<file path="src/rtl/zx_ps2_matrix.sv">
// PS/2 set-2 scan codes to ZX Spectrum keyboard matrix, read through port #FE. Updates one cycle after the strobe; ps2_data_clk has no backpressure.
// Optional ZX_PS2_KEMPSTON_EN adds a Kempston joystick output driven by the arrow keys and keypad 0.
module zx_ps2_matrix #(
    parameter int ROWS    = 8,
    parameter int COLS    = 5,
    parameter int CNT_W   = 2,
    parameter int TIMEOUT = 500000
) (
    input  logic        CLOCK_50,
    input  logic        reset,
    input  logic        ps2_data_clk,
    input  logic [7:0]  ps2_data,
    input  logic [15:0] A,
    output logic [7:0]  D
`ifdef ZX_PS2_KEMPSTON_EN
    ,
    output logic [4:0]  kempston
`endif
);

    typedef enum logic [2:0] {S_IDLE, S_BRK, S_EXT, S_EXTBRK, S_SKIP} state_t;

    localparam int TO_W = $clog2(TIMEOUT + 1);
    localparam logic [CNT_W-1:0] CMAX = '1;
    // A cell is {valid, row[2:0], col[2:0]}.
    localparam logic [6:0] NONE = 7'b0_000_000;
    localparam logic [6:0] CS   = 7'b1_000_000;
    localparam logic [6:0] SS   = 7'b1_111_001;

    function automatic logic [6:0] f_cell(input int r, input int c);
        return {1'b1, 3'(r), 3'(c)};
    endfunction

    function automatic logic [13:0] f_map(input logic [7:0] code, input logic ext);
        f_map = {NONE, NONE};
        if (ext) begin
            case (code)
                8'h75: f_map = {CS, f_cell(4, 3)};
                8'h6B: f_map = {CS, f_cell(3, 4)};
                8'h72: f_map = {CS, f_cell(4, 4)};
                8'h74: f_map = {CS, f_cell(4, 2)};
                8'h5A: f_map = {NONE, f_cell(6, 0)};
                8'h71: f_map = {CS, f_cell(4, 0)};
                8'h14: f_map = {NONE, SS};
                default: f_map = {NONE, NONE};
            endcase
        end else begin
            case (code)
                8'h12: f_map = {NONE, CS};          8'h1A: f_map = {NONE, f_cell(0, 1)};
                8'h22: f_map = {NONE, f_cell(0, 2)}; 8'h21: f_map = {NONE, f_cell(0, 3)};
                8'h2A: f_map = {NONE, f_cell(0, 4)}; 8'h1C: f_map = {NONE, f_cell(1, 0)};
                8'h1B: f_map = {NONE, f_cell(1, 1)}; 8'h23: f_map = {NONE, f_cell(1, 2)};
                8'h2B: f_map = {NONE, f_cell(1, 3)}; 8'h34: f_map = {NONE, f_cell(1, 4)};
                8'h15: f_map = {NONE, f_cell(2, 0)}; 8'h1D: f_map = {NONE, f_cell(2, 1)};
                8'h24: f_map = {NONE, f_cell(2, 2)}; 8'h2D: f_map = {NONE, f_cell(2, 3)};
                8'h2C: f_map = {NONE, f_cell(2, 4)}; 8'h16: f_map = {NONE, f_cell(3, 0)};
                8'h1E: f_map = {NONE, f_cell(3, 1)}; 8'h26: f_map = {NONE, f_cell(3, 2)};
                8'h25: f_map = {NONE, f_cell(3, 3)}; 8'h2E: f_map = {NONE, f_cell(3, 4)};
                8'h45: f_map = {NONE, f_cell(4, 0)}; 8'h46: f_map = {NONE, f_cell(4, 1)};
                8'h3E: f_map = {NONE, f_cell(4, 2)}; 8'h3D: f_map = {NONE, f_cell(4, 3)};
                8'h36: f_map = {NONE, f_cell(4, 4)}; 8'h4D: f_map = {NONE, f_cell(5, 0)};
                8'h44: f_map = {NONE, f_cell(5, 1)}; 8'h43: f_map = {NONE, f_cell(5, 2)};
                8'h3C: f_map = {NONE, f_cell(5, 3)}; 8'h35: f_map = {NONE, f_cell(5, 4)};
                8'h5A: f_map = {NONE, f_cell(6, 0)}; 8'h4B: f_map = {NONE, f_cell(6, 1)};
                8'h42: f_map = {NONE, f_cell(6, 2)}; 8'h3B: f_map = {NONE, f_cell(6, 3)};
                8'h33: f_map = {NONE, f_cell(6, 4)}; 8'h29: f_map = {NONE, f_cell(7, 0)};
                8'h59: f_map = {NONE, SS};          8'h3A: f_map = {NONE, f_cell(7, 2)};
                8'h31: f_map = {NONE, f_cell(7, 3)}; 8'h32: f_map = {NONE, f_cell(7, 4)};
                8'h41: f_map = {SS, f_cell(7, 3)};  8'h49: f_map = {SS, f_cell(7, 2)};
                8'h4A: f_map = {SS, f_cell(0, 4)};  8'h4C: f_map = {SS, f_cell(5, 1)};
                8'h55: f_map = {SS, f_cell(6, 1)};  8'h4E: f_map = {SS, f_cell(6, 3)};
                8'h0E: f_map = {SS, f_cell(4, 3)};  8'h58: f_map = {CS, SS};
                8'h0D: f_map = {CS, f_cell(3, 0)};  8'h66: f_map = {CS, f_cell(4, 0)};
                8'h75: f_map = {CS, f_cell(4, 3)};  8'h6B: f_map = {CS, f_cell(3, 4)};
                8'h72: f_map = {CS, f_cell(4, 4)};  8'h74: f_map = {CS, f_cell(4, 2)};
                default: f_map = {NONE, NONE};
            endcase
        end
    endfunction

    state_t               r_state;
    logic [2:0]           r_skip;
    logic [TO_W-1:0]      r_to_cnt;
    logic [CNT_W-1:0]     r_cnt [ROWS][COLS];

    logic                 w_make, w_brk, w_clear, w_ext;
    logic [13:0]          w_map;
    logic                 w_hit [ROWS][COLS];
    logic                 w_unused;

    assign w_unused = ^A;
    assign w_ext    = (r_state == S_EXT) || (r_state == S_EXTBRK);
    assign w_map    = f_map(ps2_data, w_ext);

    always_comb begin
        w_make  = 1'b0;
        w_brk   = 1'b0;
        w_clear = 1'b0;
        if (ps2_data_clk) begin
            case (r_state)
                S_IDLE: begin
                    case (ps2_data)
                        8'hF0, 8'hE0, 8'hE1, 8'hFA, 8'hAA, 8'hEE: w_make = 1'b0;
                        8'h00, 8'hFF: w_clear = 1'b1;
                        default: w_make = 1'b1;
                    endcase
                end
                S_BRK, S_EXTBRK: w_brk = 1'b1;
                S_EXT: w_make = (ps2_data != 8'hF0);
                default: w_make = 1'b0;
            endcase
        end
    end

    // Cells outside ROWS x COLS never match, so such mappings fall away here.
    always_comb begin
        for (int r = 0; r < ROWS; r++) begin
            for (int c = 0; c < COLS; c++) begin
                w_hit[r][c] = (w_map[6] && w_map[5:3] == 3'(r) && w_map[2:0] == 3'(c)) ||
                              (w_map[13] && w_map[12:10] == 3'(r) && w_map[9:7] == 3'(c));
            end
        end
    end

    always_ff @(posedge CLOCK_50) begin
        if (reset) begin
            r_state  <= S_IDLE;
            r_skip   <= 3'd0;
            r_to_cnt <= '0;
            for (int r = 0; r < ROWS; r++)
                for (int c = 0; c < COLS; c++)
                    r_cnt[r][c] <= '0;
        end else begin
            if (ps2_data_clk) begin
                r_to_cnt <= '0;
                case (r_state)
                    S_IDLE: begin
                        case (ps2_data)
                            8'hF0: r_state <= S_BRK;
                            8'hE0: r_state <= S_EXT;
                            8'hE1: begin
                                r_state <= S_SKIP;
                                r_skip  <= 3'd7;
                            end
                            default: r_state <= S_IDLE;
                        endcase
                    end
                    S_EXT: r_state <= (ps2_data == 8'hF0) ? S_EXTBRK : S_IDLE;
                    S_SKIP: begin
                        r_skip <= r_skip - 3'd1;
                        if (r_skip <= 3'd1)
                            r_state <= S_IDLE;
                    end
                    default: r_state <= S_IDLE;
                endcase
            end else if (r_state != S_IDLE) begin
                if (r_to_cnt == TO_W'(TIMEOUT - 1)) begin
                    r_state  <= S_IDLE;
                    r_skip   <= 3'd0;
                    r_to_cnt <= '0;
                end else begin
                    r_to_cnt <= r_to_cnt + 1'b1;
                end
            end
            for (int r = 0; r < ROWS; r++) begin
                for (int c = 0; c < COLS; c++) begin
                    if (w_clear)
                        r_cnt[r][c] <= '0;
                    else if (w_hit[r][c] && w_make && r_cnt[r][c] != CMAX)
                        r_cnt[r][c] <= r_cnt[r][c] + 1'b1;
                    else if (w_hit[r][c] && w_brk && r_cnt[r][c] != '0)
                        r_cnt[r][c] <= r_cnt[r][c] - 1'b1;
                end
            end
        end
    end

    always_comb begin
        D = 8'hFF;
        for (int c = 0; c < COLS; c++)
            for (int r = 0; r < ROWS; r++)
                if (!A[8+r] && r_cnt[r][c] != '0)
                    D[c] = 1'b0;
    end

`ifdef ZX_PS2_KEMPSTON_EN
    // Bit order {fire, up, down, left, right}.
    function automatic logic [4:0] f_kemp(input logic [7:0] code, input logic ext);
        case (code)
            8'h75:   f_kemp = 5'b01000;
            8'h72:   f_kemp = 5'b00100;
            8'h6B:   f_kemp = 5'b00010;
            8'h74:   f_kemp = 5'b00001;
            8'h70:   f_kemp = ext ? 5'b00000 : 5'b10000;
            default: f_kemp = 5'b00000;
        endcase
    endfunction

    logic [CNT_W-1:0] r_kcnt [5];
    logic [4:0]       w_kmask;

    assign w_kmask = f_kemp(ps2_data, w_ext);

    always_ff @(posedge CLOCK_50) begin
        for (int i = 0; i < 5; i++) begin
            if (reset || w_clear)
                r_kcnt[i] <= '0;
            else if (w_kmask[i] && w_make && r_kcnt[i] != CMAX)
                r_kcnt[i] <= r_kcnt[i] + 1'b1;
            else if (w_kmask[i] && w_brk && r_kcnt[i] != '0)
                r_kcnt[i] <= r_kcnt[i] - 1'b1;
        end
    end

    always_comb begin
        for (int i = 0; i < 5; i++)
            kempston[i] = (r_kcnt[i] != '0);
    end
`endif

endmodule

</file>
<file path="config.mk">
export PLATFORM = sky130hd
export DESIGN_NAME = zx_ps2_matrix
export DESIGN_NICKNAME = d
export VERILOG_FILES = /design/src/rtl/zx_ps2_matrix.sv
export SDC_FILE = /design/constraint.sdc
export NUM_CORES = 1
export LEC_CHECK = 0
export ABC_AREA = 1
export CORE_AREA = 5 5 164 166
export CTS_BUF_LIST = sky130_fd_sc_hd__clkbuf_8 sky130_fd_sc_hd__clkbuf_16
export DETAILED_ROUTE_END_ITERATION = 16
export DIE_AREA = 0 0 169 171
export MAX_ROUTING_LAYER = met4
export RECOVER_POWER = 50
export SLEW_MARGIN = 20
export SYNTH_ARGS = -nofsm -noshare
export SYNTH_HDL_FRONTEND = slang
export SYNTH_SLANG_ARGS = --single-unit
</file>
<file path="constraint.sdc">
create_clock -name CLOCK_50 -period 7.9 [get_ports CLOCK_50]
set_clock_uncertainty 0.05 [all_clocks]
set_input_delay 1.58 -clock CLOCK_50 [delete_from_list [all_inputs] [get_ports CLOCK_50]]
set_output_delay 1.58 -clock CLOCK_50 [all_outputs]
set_load 0.005 [all_outputs]
</file>
==> metrics.txt <==
Synth top area share=27.1%; vias per cell=4.93; DR pass1 iterations=7; DR DRC count=0; Syn Area/Cell=6.84 µm²; Int Power=0.913 mW; Register-to-Register Setup Slack=4920 ps; CP top delay family=simple AND/OR/NAND/NOR gates; Rel. slew slack=47.5%; routing usage on met1=18.6%; CTS HTree Levels=3; Final setup viols=0; cell taking the most area after synthesis=edfxtp_1; Die W=169 µm; CP Launch Type=input port; CP most frequent cell=nand2_1; Reg clk slew, reported paths=80 ps; Max stage delay on crit path=1050 ps; Worst Setup SP=ps2_data[3]; fin. max-slew vios=0; Sw Pwr=0.377 mW; sw frac=29.2%; CTS tree=yes; sequential fraction of the synthesis area=33.4%; final WL=21.0 mm; largest cells by area after synthesis=edfxtp_1 27%, nand2_1 13%, ha_1 12%, inv_1 9.5%, nor2_1 7.8%; Max Clock Freq=186 MHz; ys async rst share=0%; First DRT Iteration DRCs=481; Gate power share=16.7%; GP Congestion=0.934; Clock Latency Late Sink=350 ps; Setup TNS=0 ps; Gate Count Post-Synth=1262; Main synth FF type=edfxtp_1; WP data required=7900 ps; Slowest cell on crit path=dlygate4sd3_1; GRT Max-Usage Layer=met2; worst path cell trace=dlygate4sd3_1 > inv_1 > nor2_1 > nand2_1 > nor3_1 > nor2_1 > nand2_1 > nand2_1 > a21oi_1 > nand3_1 > nor2_1 > nand3_1 > nand2_1 > inv_1 > nand2_1; Layout area overhead=9.35%; Total GRT Usage=15.2%; largest net degree at the start of global routing=60; RSZ-0062 raised after global routing=false; Max-cap violations=0; simple-gate portion of the synthesized area=34.5%; Hold/Removal Path Class=flop to flop; Core Footprint=25500 µm²; status=finished clean; first-pass GRT wire length=35.2 mm; Resize count post-CTS=0; initial antenna violation count=1; commonest non-fill, non-tap cells in the layout=308 x nand2_1, 222 x inv_1, 182 x nor2_1, 110 x nand3_1, 85 x ha_1; reg-to-reg startpoint=r_state[2]; Distinct cells, synth=49; hold path cells=2; share of cells above drive strength 1=3.75%; Sequential Power Share=48.8%; adder-cell share of the synthesized area=12.3%; CP endpoint kind=flop; Final period util=68.0%; CP max FO=23; commonest non-fill, non-tap cell in the layout=nand2_1; FP Rows=59; met3 usage=2.54%; mux contribution to synthesized area=0.246%; CTS Hold Buffers Added=0; startpoint of the worst hold path=r_to_cnt[17]; largest family of logic cells by synthesized area=simple AND/OR/NAND/NOR gates; Die Y=171 µm; die area=28900 µm²; post-CTS setup buffer count=0; VDD IR max=0.0000912 V; drt wl/cell=13.0 µm; Pleak=4.46 nW; stages on the worst setup path=15; initial core utilization=33.9%; Final min period=5370 ps; clk buf depth=2; yosys warns=0; Final nets=1386; Buf/Inv on CP=3; Slew @ Worst Pin=786 ps; Ports=35; cts bufs inserted=9; PwrDens=137 nW/µm²; vias in the first global route=7533; Mapped Area=8630 µm²; Port Buf Inserts=23; Post-synth EDFFs=78; Seq cells post-synth=105; CP Class=input port to flop; antenna-violating nets left=0; clock root cell=clkbuf_16; Clock Power Share=34.5%; path depth of the worst reg2reg path=9; Sink Count=105; hpwl dp=15.6 mm; arrival time worst endpoint=5380 ps; grt ovf=0; GRT met2 Usage=26.1%; final hold viol count=0; DR vias=7957; post-route cell area=9440 µm²; hold-critical path endpoint=r_to_cnt[17]; XOR/XNOR Fraction of Synth Area=0.203%; complex-gate fraction of the synthesized area=7.65%; Area after DPL=9180 µm²; Reg-to-Reg End=r_cnt[0][23]
-- layer usage --
metal  vias up  part of all wire [%]  wire length [µm]
li1       4083                     -                 -
met1      3677                    45              9390
met2       169                    48             10100
met3        28                   4.8              1010
met4         0                   2.0               423
met5         -                     0                 0
-- how the worst max path moves through the flow --
| stage | to | slack [ps] |
|---|---|---|
| after floorplan | D[2] | 4220 |
| after CTS | D[1] | 2620 |
| final | r_cnt[1][7] | 2530 |
| after global placement | r_cnt[1][9] | 2530 |
| after detailed placement | r_cnt[1][8] | 2510 |
| after global routing | r_cnt[1][19] | 1960 |
-- cells by family (layout without fill, tap and decap cells) --
family / count (synthesis) / in the layout
and+or+nand+nor: 693 / 693
other: 1 / 4
adders and majority gates: 85 / 85
buffers and inverters: 259 / 274
xor gates and xnor gates: 2 / 2
muxes: 2 / 2
AOI/OAI and AO/OA: 115 / 115
DFF: 105 / 105
-- through the flow --
stage / utilization [%] / power (mW) / setup WS [ps] / hold slack [ps] / cells
detailed placement: 36.1 / 0.859 / 2510 / 420 / 1598
finish: 37.1 / 1.29 / 2530 / 425 / 1615
CTS: 37.2 / 1.31 / 2620 / 433 / 1614
floorplan: - / 0.792 / 4220 / 394 / 1264
global route: 37.1 / 1.36 / 1960 / 458 / 1615
global placement: 36.1 / 0.856 / 2530 / 410 / 1598
-- power by group through the flow --
| stage | clock, mW | sequential [mW] | combinational [mW] |
|---|---|---|---|
| 2_1_floorplan | 0 | 0.638 | 0.154 |
| 3_3_place_gp | 0 | 0.641 | 0.215 |
| 3_5_place_dp | 0 | 0.642 | 0.217 |
| 4_1_cts | 0.460 | 0.630 | 0.218 |
| 5_1_grt | 0.481 | 0.633 | 0.247 |
| 6_report | 0.446 | 0.629 | 0.215 |
-- synth_stat cells, drive strengths merged, types with 2 or more instances --
cell,number
a211oi,2
a21oi,52
a22oi,4
a31oi,2
buf,16
clkbuf,11
clkinv,2
dfxtp,27
edfxtp,78
ha,85
inv,230
nand2,314
nand3,111
nand3b,2
nand4,25
nor2,186
nor3,42
nor3b,2
nor4,7
o211ai,2
o21ai,32
o221ai,2
o22ai,14
or2,4
-- sequential cells by signal, indices dropped and copies added, names as in the netlist --
name      cells
r_cnt        80
r_skip        3
r_to_cnt     19
r_state       3
-- cell type report --
cell class / count / area, µm²
clock inverters: 6 / 47.5
well taps: 335 / 419
repair buffers: 26 / 253
multi-input cells: 900 / 4720
diodes: 1 / 2.50
clock buffers: 10 / 239
fillers: 2773 / 16000
flip-flops and latches: 105 / 2880
inverters: 232 / 871
-- worst reg2reg max path: cells and delay by family (launching register included) --
family	cells	cell delay, ps
compound gates	2	330
buf+inv	2	980
flops	1	440
simple gates	5	900
Note: power is estimated with default switching activity, not from simulation.
